## config.mk

```make
export PLATFORM = sky130hd
export DESIGN_NAME = ls_unit
export DESIGN_NICKNAME = d
export VERILOG_FILES = /design/src/rtl/ls_unit.sv
export SDC_FILE = /design/constraint.sdc
export NUM_CORES = 1
export LEC_CHECK = 0
export ABC_AREA = 1
export BUFFER_PORTS_ARGS = -buffer_cell sky130_fd_sc_hd__buf_2
export CORE_MARGIN = 1
export CORE_UTILIZATION = 52
export DETAILED_ROUTE_END_ITERATION = 12
export PLACE_DENSITY = 0.77
export REMOVE_ABC_BUFFERS = 1
export SYNTH_ARGS = -nofsm -noshare
export SYNTH_HDL_FRONTEND = slang
export SYNTH_SLANG_ARGS = --single-unit
```

## constraint.sdc

```tcl
create_clock -name i_clk -period 2 [get_ports i_clk]
set_clock_uncertainty 0.1 [all_clocks]
set_input_delay 0.4 -clock i_clk [delete_from_list [all_inputs] [get_ports i_clk]]
set_output_delay 0.4 -clock i_clk [all_outputs]
set_load 0.01 [all_outputs]
```

## src/rtl/ls_unit.sv

```systemverilog
// ls_unit: single-transaction load/store engine between register file and data memory.
// Ports:
//   i_clk, i_rst_n                      clock, async active-low reset
//   i_start, i_isLoad, i_loadType       operation request (sampled in IDLE only)
//   i_baseAddr, i_offset                address operands (indexed adds offset, wraps mod 256)
//   i_storeData, i_destReg              store operand, load write-back register
//   o_busy                              high whenever not IDLE
//   o_memReq/We/Addr/Wdata, i_memAck,
//   i_memRdata                          request/acknowledge memory port
//   o_isLoad, o_addrRw, o_dataIn        one-cycle register-file write-back for loads
//   o_done, o_fault                     completion / timeout-abort pulses
module ls_unit #(
  parameter int TIMEOUT = 15
) (
  input  logic       i_clk,
  input  logic       i_rst_n,
  input  logic       i_start,
  input  logic       i_isLoad,
  input  logic       i_loadType,
  input  logic [7:0] i_baseAddr,
  input  logic [7:0] i_offset,
  input  logic [7:0] i_storeData,
  input  logic [2:0] i_destReg,
  output logic       o_busy,
  output logic       o_memReq,
  output logic       o_memWe,
  output logic [7:0] o_memAddr,
  output logic [7:0] o_memWdata,
  input  logic       i_memAck,
  input  logic [7:0] i_memRdata,
  output logic       o_isLoad,
  output logic [2:0] o_addrRw,
  output logic [7:0] o_dataIn,
  output logic       o_done,
  output logic       o_fault
);
  typedef enum logic [1:0] {IDLE, REQ, WB} state_t;
  state_t state_q, state_d;
  logic [7:0] cnt_q, cnt_d, rdata_q, rdata_d, mem_addr_q, mem_addr_d, mem_wdata_q, mem_wdata_d;
  logic [7:0] data_in_q, data_in_d;
  logic [2:0] dest_q, dest_d, addr_rw_q, addr_rw_d;
  logic busy_q, busy_d, mem_req_q, mem_req_d, mem_we_q, mem_we_d;
  logic is_load_q, is_load_d, done_q, done_d, fault_q, fault_d;
  always_comb begin
    state_d = state_q;
    cnt_d = cnt_q;
    rdata_d = rdata_q;
    dest_d = dest_q;
    mem_req_d = mem_req_q;
    mem_we_d = mem_we_q;
    mem_addr_d = mem_addr_q;
    mem_wdata_d = mem_wdata_q;
    addr_rw_d = addr_rw_q;
    data_in_d = data_in_q;
    is_load_d = 1'b0;
    done_d = 1'b0;
    fault_d = 1'b0;
    case (state_q)
      IDLE: if (i_start) begin
        state_d = REQ;
        cnt_d = 8'd0;
        mem_req_d = 1'b1;
        mem_we_d = ~i_isLoad;
        mem_addr_d = i_loadType ? i_baseAddr + i_offset : i_baseAddr;
        mem_wdata_d = i_storeData;
        dest_d = i_destReg;
      end
      REQ: if (i_memAck) begin
        // ack beats a timeout landing in the same cycle
        mem_req_d = 1'b0;
        state_d = mem_we_q ? IDLE : WB;
        done_d = mem_we_q;
        rdata_d = mem_we_q ? rdata_q : i_memRdata;
      end else if (cnt_q == 8'(TIMEOUT - 1)) begin
        mem_req_d = 1'b0;
        fault_d = 1'b1;
        state_d = IDLE;
      end else begin
        cnt_d = cnt_q + 8'd1;
      end
      WB: begin
        // write-back strobe is registered on leaving WB so it coincides with the
        // cycle the unit is idle again and can accept the next start
        state_d = IDLE;
        is_load_d = 1'b1;
        addr_rw_d = dest_q;
        data_in_d = rdata_q;
        done_d = 1'b1;
      end
      default: state_d = IDLE;
    endcase
    busy_d = state_d != IDLE;
  end
  always_ff @(posedge i_clk or negedge i_rst_n) begin
    if (!i_rst_n) begin
      state_q <= IDLE;
      cnt_q <= 8'd0;
      rdata_q <= 8'd0;
      dest_q <= 3'd0;
      busy_q <= 1'b0;
      mem_req_q <= 1'b0;
      mem_we_q <= 1'b0;
      mem_addr_q <= 8'd0;
      mem_wdata_q <= 8'd0;
      is_load_q <= 1'b0;
      addr_rw_q <= 3'd0;
      data_in_q <= 8'd0;
      done_q <= 1'b0;
      fault_q <= 1'b0;
    end else begin
      state_q <= state_d;
      cnt_q <= cnt_d;
      rdata_q <= rdata_d;
      dest_q <= dest_d;
      busy_q <= busy_d;
      mem_req_q <= mem_req_d;
      mem_we_q <= mem_we_d;
      mem_addr_q <= mem_addr_d;
      mem_wdata_q <= mem_wdata_d;
      is_load_q <= is_load_d;
      addr_rw_q <= addr_rw_d;
      data_in_q <= data_in_d;
      done_q <= done_d;
      fault_q <= fault_d;
    end
  end
  assign o_busy = busy_q;
  assign o_memReq = mem_req_q;
  assign o_memWe = mem_we_q;
  assign o_memAddr = mem_addr_q;
  assign o_memWdata = mem_wdata_q;
  assign o_isLoad = is_load_q;
  assign o_addrRw = addr_rw_q;
  assign o_dataIn = data_in_q;
  assign o_done = done_q;
  assign o_fault = fault_q;
endmodule

```

# ---- Yosys cells after proc, flatten, opt, wreduce, memory -nomap -nowiden
# Index checks and enable logic that the tools add are counted.
dict set report word_totals {
  register_bits 54
  output_inout_bits 33
  elab_cells 52
}
dict set report op_classes {
  addsub 2
  eq_ne 7
  muxes 20
  bitwise 2
  n_reduce_logical 7
}
# cell n
set op_table {}
lappend op_table {{$mux 8} 4}
lappend op_table {{$pmux 8 s2} 1}
lappend op_table {{$add 8x1->8 const B} 1}
lappend op_table {{$add 8x8->8} 1}
lappend op_table {{$eq 8x4->1 const B} 1}
lappend op_table {{$mux 1} 8}
lappend op_table {{$mux 2} 4}
lappend op_table {{$ne 2x2->1 const B} 3}
lappend op_table {{$reduce_and 3->1} 2}
lappend op_table {{$pmux 1 s2} 2}
lappend op_table {{$pmux 2 s2} 1}
lappend op_table {{$reduce_and 4->1} 1}
lappend op_table {{$reduce_bool 2->1} 2}
lappend op_table {{$ne 3x3->1 const B} 1}
lappend op_table {{$eq 2x1->1 const B} 1}
lappend op_table {{$eq 2x2->1 const B} 1}
lappend op_table {{$logic_not 2->1} 1}
lappend op_table {{$not 1->1} 2}
lappend op_table {{$reduce_and 2->1} 1}

# ---- Depth between registers and ports, before layout
dict set report depth {
  ltp_word 5
  ltp_mapped 12
}

# ---- Worst setup path before layout
# OpenSTA, ideal clock, no wires.
dict set report synth_path {
  path_type {input to register}
  start {input i_baseAddr[0]}
  end {register mem_addr_q[6], in the netlist o_memAddr[6]}
  arrival_time_ns 1.453
  setup_slack_ns 0.331
  path_stages 11
  n_path_buf 0
  cell_sequence {ha_1 inv_1 fa_1 inv_1 nand2_1 nand2_1 nand3b_1 nand3_1 nand3_1 nand2_1 nand2_1}
}
dict set report synth_between {
  elab_chain_len 2
}
# item line
set synth_rtl {}
lappend synth_rtl {{start: declaration} 20} ;# input logic [7:0] i_baseAddr,
lappend synth_rtl {{$add 8x8->8} 64} ;# mem_addr_d = i_loadType ? i_baseAddr + i_offset : i_baseAddr;
lappend synth_rtl {{$mux 8} 64}
lappend synth_rtl {{end signal: assignment} 118} ;# mem_addr_q <= mem_addr_d;
lappend synth_rtl {{end: declaration} 39} ;# logic [7:0] cnt_q, cnt_d, rdata_q, rdata_d, mem_addr_q, mem_addr_d, mem_wdata_q, mem_wdata_d;
# No other way between the ends.
# A chain may end at the register's enable or synchronous reset.

# ---- Final worst setup path
dict set report layout_path {
  start {register cnt_q[0]}
  end {register cnt_q[4]}
}
dict set report layout_between {
  elab_chain_len 4
  elab_cells_between_ends 7
  classes_between {add/sub: 1; eq/ne: 2; mux: 3; reduce/logical: 1}
}
# item line
set layout_rtl {}
lappend layout_rtl {{start: declaration} 39}
lappend layout_rtl {{start signal: assignment} 112} ;# cnt_q <= cnt_d;
lappend layout_rtl {{$add 8x1->8} 79} ;# cnt_d = cnt_q + 8'd1;
lappend layout_rtl {{$mux 8} 74} ;# end else if (cnt_q == 8'(TIMEOUT - 1)) begin
lappend layout_rtl {{$mux 8} 68} ;# REQ: if (i_memAck) begin
lappend layout_rtl {{$pmux 8 s2} 58} ;# case (state_q)
# Several ways; a longest one is shown, not always the timed one. The select of a mux whose other input is x is not followed.

==> reports/results.ini <==
[synthesis]
synth-seq-area-share_pct=49.7
synth_area_leader_cell=dfrtp_1
synth-simple-area-share_pct=26.8
ys_ff_latch=54
syn-instance-count=315
yosys.area.top_type_share_pct=49.7
yosys-top-cells-area=dfrtp_1 50%, nand2_1 16%, ha_1 5.5%, mux2_2 4.6%, inv_1 3.4%
syn_area_mm2=0.00272
syn_area_per_cell_um2=8.64
synth_xor_area_share_pct=1.93
synthAdderAreaFrac_pct=6.25
yosys_warnings=0
yosys-mux-area-fraction_pct=4.55
yosysUniqueCellTypes=27
synth_compound_area_share_pct=5.38
synth_top_family_by_area=simple AND/OR/NAND/NOR gates

[route]
wl_per_cell_um=11.8
vias=2271
finalWirelength_mm=5.50
ant_nets=0
first_pass_iters=5
vias_per_cell=4.88
drt_iter0_drc=107
drc_errors=0

[place]
hpwlAfterDp_mm=4.14
dp.cells=456
place.gp.congestion=0.829
port_buffers=73

[pwr]
power.density_mw_per_mm2=1290
leakagePower_uw=0.00186
power_frac_comb_pct=40.8
peakVddDrop_mv=0.852
power_switching_uw=1620
internal-power_uw=2670
swShare_pct=37.8
clock_power_share_pct=17.8
seq_power_share_pct=41.4

[sta]
relSlewSlack_pct=68.3
setup_viol=0
worst_pin_slew_ns=0.476
slew_violations=0
layout_min_cycle_time_ns=1.63
grt_setup_unrepaired=false
setup_tns_ns=0
max_freq_mhz=612
fin_crit_sh_pct=81.6
hold_viol_final=0

[cts]
cts_tree=done
clk-insertion-delay-late_ns=0.31
clk_pin_slew_worst_paths_ns=0.10
cts.sinks=54
post_cts_buffers=0
max-clock-path-buffers=2
htreeDepth=2
cts_root_buf=clkbuf_8
cts_buffers=5

[worst_setup_path]
cp.required_ns=2.10
arrival_ns=1.73
start_kind=flop
rr_startpoint=cnt_q[0]
path_class=flop to flop
cp-startpoint=cnt_q[0]
worstSetupEndpointType=flop
critPathMaxFanout=14
rrSetupSlack_ns=0.37

[finish]
final.fill_count=435
fin_cells=465
final_cell_mix=116 x nand2_1, 73 x buf_2, 54 x dfrtp_1, 25 x inv_1, 23 x nor2_1
synthToLayoutAreaGrowth_pct=22.2
final_nets=451
insertedDiodeCount=0
fin_util_pct=68.2
drive_gt1_share_pct=30.7
final_common_cell=nand2_1

[global_route]
grt_max_degree=36
met2_usage_pct=36.8
gr-max-usage-layer=met2
grt_pass1_wl_mm=9.60
grtUsageTotal_pct=22.7
use_met3_pct=5.69
grt_pass1_vias=2196
grt-ovfl-total=0
grt.met1_usage_pct=30.4
antenna_found_initial=0

[min_path]
hp-class=input pin to flop
holdCritStartpoint=i_isLoad

[floorplanning]
die_area_mm2=0.00553
rows=25
die_y_um=74.3
fp.coreArea_mm2=0.00488
io_pins=74
start_util_pct=55.8
die_width_um=74.3

[status]
outcome=complete, no violations

[run]
drv_cap=0

[cells by family after synthesis]
logic type	count (synthesis)
simple gates	172
flops	54
buf+inv	34
compound gates	25
fa+ha+maj	13
mux	11
xor+xnor	6
[per-layer routing]
metal / vias to the layer above / share of wire, %
li1: 1150 / -
met1: 1055 / 46
met2: 57 / 48
met3: 9 / 4.1
met4: 0 / 1.3
met5: - / 0
[synth_stat cells, drive strengths merged]
cell,count
fa,1
mux2,11
clkbuf,3
nand3b,4
xor2,5
xnor2,1
nor3,1
dfrtp,54
clkinv,1
inv,27
nand2,125
nand4,3
nand3,11
o21a,1
or2,3
buf,3
nor2,25
a21oi,14
ha,12
o21ai,10
[repair_timing]
action / CTS / global route
hold buffers: 1 / 0
gates resized for setup: 0 / 0
hold endpoints to repair: 19 / 0
[final timing paths]
kind                           endpoint  cells after the start
max                            cnt_q[4]                      9
min                             o_memWe                      2
max reg2reg                    cnt_q[4]                      9
min reg2reg                  rdata_q[2]                      2
max in group asynchronous  o_memAddr[4]                      3
min in group asynchronous      o_memReq                      2
[area by class of cell]
| cell class | instances | area, um^2 | share of cell area [%] |
|---|---|---|---|
| sequential | 54 | 1350 | 40.6 |
| clock inverter | 2 | 38.8 | 1.17 |
| multi-input combinational | 227 | 1220 | 36.8 |
| tap | 67 | 83.8 | 2.52 |
| inverter | 28 | 106 | 3.20 |
| clock buffer | 6 | 82.6 | 2.48 |
| timing repair buffer | 81 | 440 | 13.2 |
[critical path, stage by stage (launching register included)]
cell and delay, ns:
dfrtp_1 0.43, inv_1 0.09, ha_1 0.17, nand4_2 0.16, nand2_2 0.12, nand2_2 0.06
nand2_4 0.17, inv_1 0.11, nand2_1 0.07, nand2_1 0.04
[registers in the layout (all words and copies together), names as in the netlist]
name / flops
cnt_q: 8
dest_q: 3
o_addrRw: 3
o_busy: 1
o_dataIn: 8
o_done: 1
o_fault: 1
o_isLoad: 1
o_memAddr: 8
o_memReq: 1
o_memWdata: 8
o_memWe: 1
rdata_q: 8
state_q: 2
[per-stage QoR]
| step | hold WS [ns] | cell area, um^2 | worst slack [ns] | power [uW] |
|---|---|---|---|---|
| 6_report | 0.172 | 3330 | 0.367 | 4290 |
| 5_1_grt | 0.169 | 3330 | 0.217 | 4660 |
| 4_1_cts | 0.164 | 3330 | 0.362 | 4330 |
| 3_5_place_dp | 0.282 | 3190 | 0.125 | 3550 |
| 3_3_place_gp | 0.286 | 3190 | 0.166 | 3490 |
| 2_1_floorplan | 0.00441 | 2680 | 0.122 | 2850 |
[power groups by stage]
stage | clock network [uW] | registers [uW] | logic (uW)
final | 764 | 1780 | 1750
after global routing | 824 | 1840 | 2000
after CTS | 782 | 1780 | 1770
after detailed placement | 0 | 1780 | 1770
after global placement | 0 | 1770 | 1710
after floorplan | 0 | 1900 | 951
Power figures use the tool's default switching activity.
